--- src/rtl/maint_sched.sv ---
// Maintenance scheduler: arbitrates refresh / ZQ / periodic-read requests and emits their instruction sequences.
// Latency: request seen in IDLE -> ARB -> DRAIN -> first instruction on the 3rd cycle when the dispatcher is idle.
// Backpressure: each instruction is held stable on maint_instr until maint_ack; one instruction per cycle at full rate.
module maint_sched #(
   parameter int         TRP     = 6,
   parameter int         TZQCS   = 64,
   parameter int         TRDWAIT = 32,
   parameter logic [3:0] OP_PREA = 4'h1,
   parameter logic [3:0] OP_REF  = 4'h2,
   parameter logic [3:0] OP_ZQ   = 4'h3,
   parameter logic [3:0] OP_RD   = 4'h4,
   parameter logic [3:0] OP_WAIT = 4'h5,
   parameter logic [3:0] OP_END  = 4'hF
) (
   input  logic        clk,
   input  logic        rst,
   input  logic        autoref_req,
   input  logic        zq_req,
   input  logic        pr_rd_req,
   input  logic [27:0] trfc,
   input  logic        dispatcher_busy,
   input  logic        rdback_fifo_empty,
   output logic        maint_en,
   output logic [31:0] maint_instr,
   input  logic        maint_ack,
   output logic        autoref_ack,
   output logic        zq_ack,
   output logic        pr_rd_ack,
   output logic        periodic_read_lock,
   output logic        busy
);

   typedef enum logic [2:0] {S_IDLE, S_ARB, S_DRAIN, S_ISSUE, S_DONE} state_t;
   typedef enum logic [1:0] {G_NONE, G_AR, G_ZQ, G_RD} grant_t;

   state_t      state, state_nxt;
   grant_t      grant, grant_nxt, arb_sel;
   logic [2:0]  idx, idx_nxt;
   logic [27:0] trfc_q, trfc_nxt;
   logic [31:0] cur;

   // Fixed-priority pick among the requests asserted right now
   always_comb begin
      if (autoref_req)    arb_sel = G_AR;
      else if (zq_req)    arb_sel = G_ZQ;
      else if (pr_rd_req) arb_sel = G_RD;
      else                arb_sel = G_NONE;
   end

   // Sequence entry addressed by the latched grant and index
   always_comb begin
      cur = {OP_END, 28'd0};
      case (grant)
         G_AR: begin
            case (idx)
               3'd0:    cur = {OP_PREA, 28'd0};
               3'd1:    cur = {OP_WAIT, 28'(TRP)};
               3'd2:    cur = {OP_REF,  28'd0};
               3'd3:    cur = {OP_WAIT, trfc_q};
               default: cur = {OP_END,  28'd0};
            endcase
         end
         G_ZQ: begin
            case (idx)
               3'd0:    cur = {OP_PREA, 28'd0};
               3'd1:    cur = {OP_WAIT, 28'(TRP)};
               3'd2:    cur = {OP_ZQ,   28'd0};
               3'd3:    cur = {OP_WAIT, 28'(TZQCS)};
               default: cur = {OP_END,  28'd0};
            endcase
         end
         G_RD: begin
            case (idx)
               3'd0:    cur = {OP_RD,   28'd0};
               3'd1:    cur = {OP_WAIT, 28'(TRDWAIT)};
               default: cur = {OP_END,  28'd0};
            endcase
         end
         default: cur = {OP_END, 28'd0};
      endcase
   end

   // Next-state and output decode; outputs depend only on registered state so reset clears them next cycle
   always_comb begin
      state_nxt          = state;
      grant_nxt          = grant;
      idx_nxt            = idx;
      trfc_nxt           = trfc_q;
      maint_en           = 1'b0;
      maint_instr        = 32'd0;
      autoref_ack        = 1'b0;
      zq_ack             = 1'b0;
      pr_rd_ack          = 1'b0;
      periodic_read_lock = 1'b0;
      busy               = (state != S_IDLE);
      case (state)
         S_IDLE: begin
            if (autoref_req || zq_req || pr_rd_req) state_nxt = S_ARB;
         end
         S_ARB: begin
            // A request that dropped before this cycle gets no grant
            grant_nxt          = arb_sel;
            idx_nxt            = 3'd0;
            periodic_read_lock = (arb_sel == G_RD);
            if (arb_sel == G_AR) trfc_nxt = trfc;
            state_nxt = (arb_sel == G_NONE) ? S_IDLE : S_DRAIN;
         end
         S_DRAIN: begin
            periodic_read_lock = (grant == G_RD);
            if (!dispatcher_busy && rdback_fifo_empty) begin
               state_nxt = S_ISSUE;
               idx_nxt   = 3'd0;
            end
         end
         S_ISSUE: begin
            maint_en           = 1'b1;
            maint_instr        = cur;
            periodic_read_lock = (grant == G_RD);
            if (maint_ack) begin
               if (cur[31:28] == OP_END) begin
                  state_nxt = S_DONE;
                  idx_nxt   = 3'd0;
               end else begin
                  idx_nxt = idx + 3'd1;
               end
            end
         end
         S_DONE: begin
            periodic_read_lock = (grant == G_RD);
            autoref_ack        = (grant == G_AR);
            zq_ack             = (grant == G_ZQ);
            pr_rd_ack          = (grant == G_RD);
            state_nxt          = S_IDLE;
         end
         default: state_nxt = S_IDLE;
      endcase
   end

   // State, grant, index and latched refresh time; reset abandons any sequence without an ack
   always_ff @(posedge clk) begin
      if (!rst) begin
         state  <= S_IDLE;
         grant  <= G_NONE;
         idx    <= 3'd0;
         trfc_q <= 28'd0;
      end else begin
         state  <= state_nxt;
         grant  <= grant_nxt;
         idx    <= idx_nxt;
         trfc_q <= trfc_nxt;
      end
   end

endmodule

--- config.mk ---
export PLATFORM = sky130hd
export DESIGN_NAME = maint_sched
export DESIGN_NICKNAME = d
export VERILOG_FILES = /design/src/rtl/maint_sched.sv
export SDC_FILE = /design/constraint.sdc
export NUM_CORES = 1
export LEC_CHECK = 0
export ABC_CLOCK_PERIOD_IN_PS = 4420
export BUFFER_PORTS_ARGS = -buffer_cell sky130_fd_sc_hd__buf_4
export CAP_MARGIN = 15
export CORE_MARGIN = 3
export CORE_UTILIZATION = 30
export CTS_CLUSTER_SIZE = 30
export DETAILED_ROUTE_END_ITERATION = 7
export SYNTH_ARGS = -nofsm -noshare
export SYNTH_HDL_FRONTEND = slang
export SYNTH_SLANG_ARGS = --single-unit
--- constraint.sdc ---
create_clock -name clk -period 4.42 [get_ports clk]
set_input_delay 0.442 -clock clk [delete_from_list [all_inputs] [get_ports clk]]
set_output_delay 0.442 -clock clk [all_outputs]
set_load 0.05 [all_outputs]
==> results.json <==
{
  "switchingPower_mw": 0.242,
  "syn-cell-area_um2": 2070,
  "final_common_cell": "buf_4",
  "drt_iter0_drc": 36,
  "worstMarginPinSlew_ns": 0.638,
  "clkPwrFrac": 0.351,
  "ir_drop_mv": 0.113,
  "critical_path.max_stage_delay_ns": 0.59,
  "cap_violations": 0,
  "antenna_left": 0,
  "drive_gt1_frac": 0.350,
  "setup_ws_ns": 1.67,
  "regArea_um2": 721,
  "slew_violations": 0,
  "htreeDepth": 2,
  "final_cell_area_um2": 2710,
  "skew_ns": 0.00656,
  "clk_latency_ns": 0.29,
  "cts_buffers": 5,
  "critPathRequiredTime_ns": 3.98,
  "placed_cell_area_um2": 2600,
  "placementRows": 29,
  "final_util": 0.417,
  "ys_types": 40,
  "worst-path-buf-inv": 2,
  "final-hold-violation-count": 0,
  "portBuffers": 73,
  "relSlewSlack": 0.574,
  "crit_type": "reg2out",
  "hold_path_class": "in2reg",
  "gp_congestion": 0.839,
  "rsz0062_at_grt": "no",
  "avgRoutedWirePerCell_um": 12.9,
  "ys_top_cells_by_area": "dfxtp_1, nand2_1, a21boi_2",
  "routed_wl_mm": 5.08,
  "vias": 1844,
  "grt_antenna_before_repair": 0,
  "switching_share": 0.292,
  "n_antenna_cell": 0,
  "layout_common_cells": "buf_4, nand2_1, dfxtp_1",
  "area_growth_pct": 31.1,
  "status": "complete, no violations",
  "p_comb_frac": 0.204,
  "clk_pin_slew_ns": 0.08,
  "cts_tree": "yes",
  "ys_seq_elements": 36,
  "p_int_mw": 0.586,
  "ys_async_sr_fraction": 0,
  "core-area_um2": 6490,
  "multi_input_area_um2": 1210,
  "grt_max_degree": 41,
  "grt_pass1_vias": 1739,
  "cp_max_fo": 24,
  "setup_viol": 0,
  "synth_top_cell_area_share": 0.349,
  "post-route-min-period_ns": 2.75,
  "cts_hold_buf": 0,
  "clock-sinks": 36,
  "post-place-ws_ns": 1.91,
  "period_share": 0.622,
  "critPathLaunchType": "flip-flop",
  "synthFlopType": "dfxtp_1",
  "critPathTopFamily": "simple AND/OR/NAND/NOR gates",
  "synth_edf_count": 0,
  "post_cts_buffers": 0,
  "syn_avg_cell_area_um2": 8.20,
  "grt_pass1_wl_mm": 7.91,
  "final.setup.tns_ns": 0,
  "dpl.hpwl_mm": 3.62,
  "hold_slack_ns": 0.394,
  "fillers": 669,
  "clock.fmax_mhz": 364,
  "path_cells": "nand3b_1, inv_2, and3_1, and2_1, buf_4",
  "cpMaxStageDelayCell": "and3_1",
  "syn_inst": 252,
  "seq_area_frac_synth": 0.349,
  "post_cts_resized": 0,
  "cp.arrival_ns": 2.31,
  "leakage_nw": 1.12,
  "pin_count": 74,
  "yosysWarnings": 0,
  "seq_power_share": 0.444,
  "synth.net_count": 293,
  "yosysTopAreaCell": "dfxtp_1",
  "die_h_um": 89.0,
  "start_util": 0.318,
  "avgViaCountPerCell": 4.68,
  "track_usage": 0.128,
  "end_kind": "primary output",
  "nets": 357,
  "drcViolationCount": 0,
  "dieArea_um2": 7920,
  "grt_overflow": 0,
  "power_density_nw_per_um2": 306,
  "cts-root-buf": "clkbuf_8",
  "die_w_um": 89.0,
  "dr.pass1.iters": 4,
  "clockBufferDepth": 2
}
[path summary, 6_finish.rpt]
path | from | end | slack [ns] | cells after the start
setup / recovery | state[2] | maint_instr[15] | 1.67 | 5
hold / removal | trfc[23] | trfc_q[23] | 0.39 | 3
setup reg to reg | idx[2] | state[1] | 2.68 | 6
hold reg to reg | trfc_q[11] | trfc_q[11] | 0.46 | 2
[per-stage QoR]
| step | std cells | power, mW |
|---|---|---|
| 2_1_floorplan | 252 | 0.502 |
| 3_3_place_gp | 386 | 0.545 |
| 3_5_place_dp | 386 | 0.547 |
| 4_1_cts | 394 | 0.841 |
| 5_1_grt | 394 | 0.872 |
| 6_report | 394 | 0.828 |
[cell type report]
| class | count | area share |
|---|---|---|
| clock buffer | 5 | 0.0254 |
| clock inverter | 3 | 0.0157 |
| inverter | 6 | 0.00831 |
| multi-input combinational | 194 | 0.447 |
| sequential | 36 | 0.266 |
| tap | 77 | 0.0356 |
| timing repair buffer | 73 | 0.202 |
[layer usage]
metal | vias to the layer above | share of wire | GRT usage
li1 | 965 | - | -
met2 | 59 | 0.42 | 0.201
met4 | 0 | 0.012 | 0.0433
met5 | - | 0 | 0
met3 | 6 | 0.073 | 0.0378
met1 | 814 | 0.49 | 0.168
[Yosys cell counts (all sizes together), types with 2 or more instances]
cell type   n
buf         7
a32o        3
nor3b       2
nand2b      2
ha          5
nand3b      2
a21oi       9
clkbuf      9
o21ai       5
nor4b       4
a31oi       2
and3        5
nand2      69
nor2       11
inv         6
nand3       3
a21boi     30
nor2b       4
and2       26
dfxtp      36
nor3        2
[tightest hold or removal path, cell delays in order]
cell	delay [ns]
buf_4	0.11
nand2_2	0.05
a21boi_2	0.04
[cell families after synthesis]
kind of cell,count (synthesis),share of synthesized area
AO/OA/AOI/OAI,54,0.223
multiplexers,2,0.0103
AND/OR/NAND/NOR,133,0.321
adder cells (fa/ha/maj),5,0.0303
buffers and inverters,22,0.0660
flip-flops,36,0.349
[flip-flops by register name (all words and copies together) (netlist names)]
signal,count
trfc_q,28
idx,3
state,3
grant,2
[power by group through the flow]
| stage | Combinational, mW | Clock, mW | Sequential [mW] |
|---|---|---|---|
| floorplan | 0.139 | 0 | 0.363 |
| global placement | 0.170 | 0 | 0.375 |
| detailed placement | 0.171 | 0 | 0.375 |
| CTS | 0.172 | 0.302 | 0.368 |
| global route | 0.187 | 0.313 | 0.372 |
| finish | 0.169 | 0.291 | 0.368 |
Power figures use the tool's default switching activity.
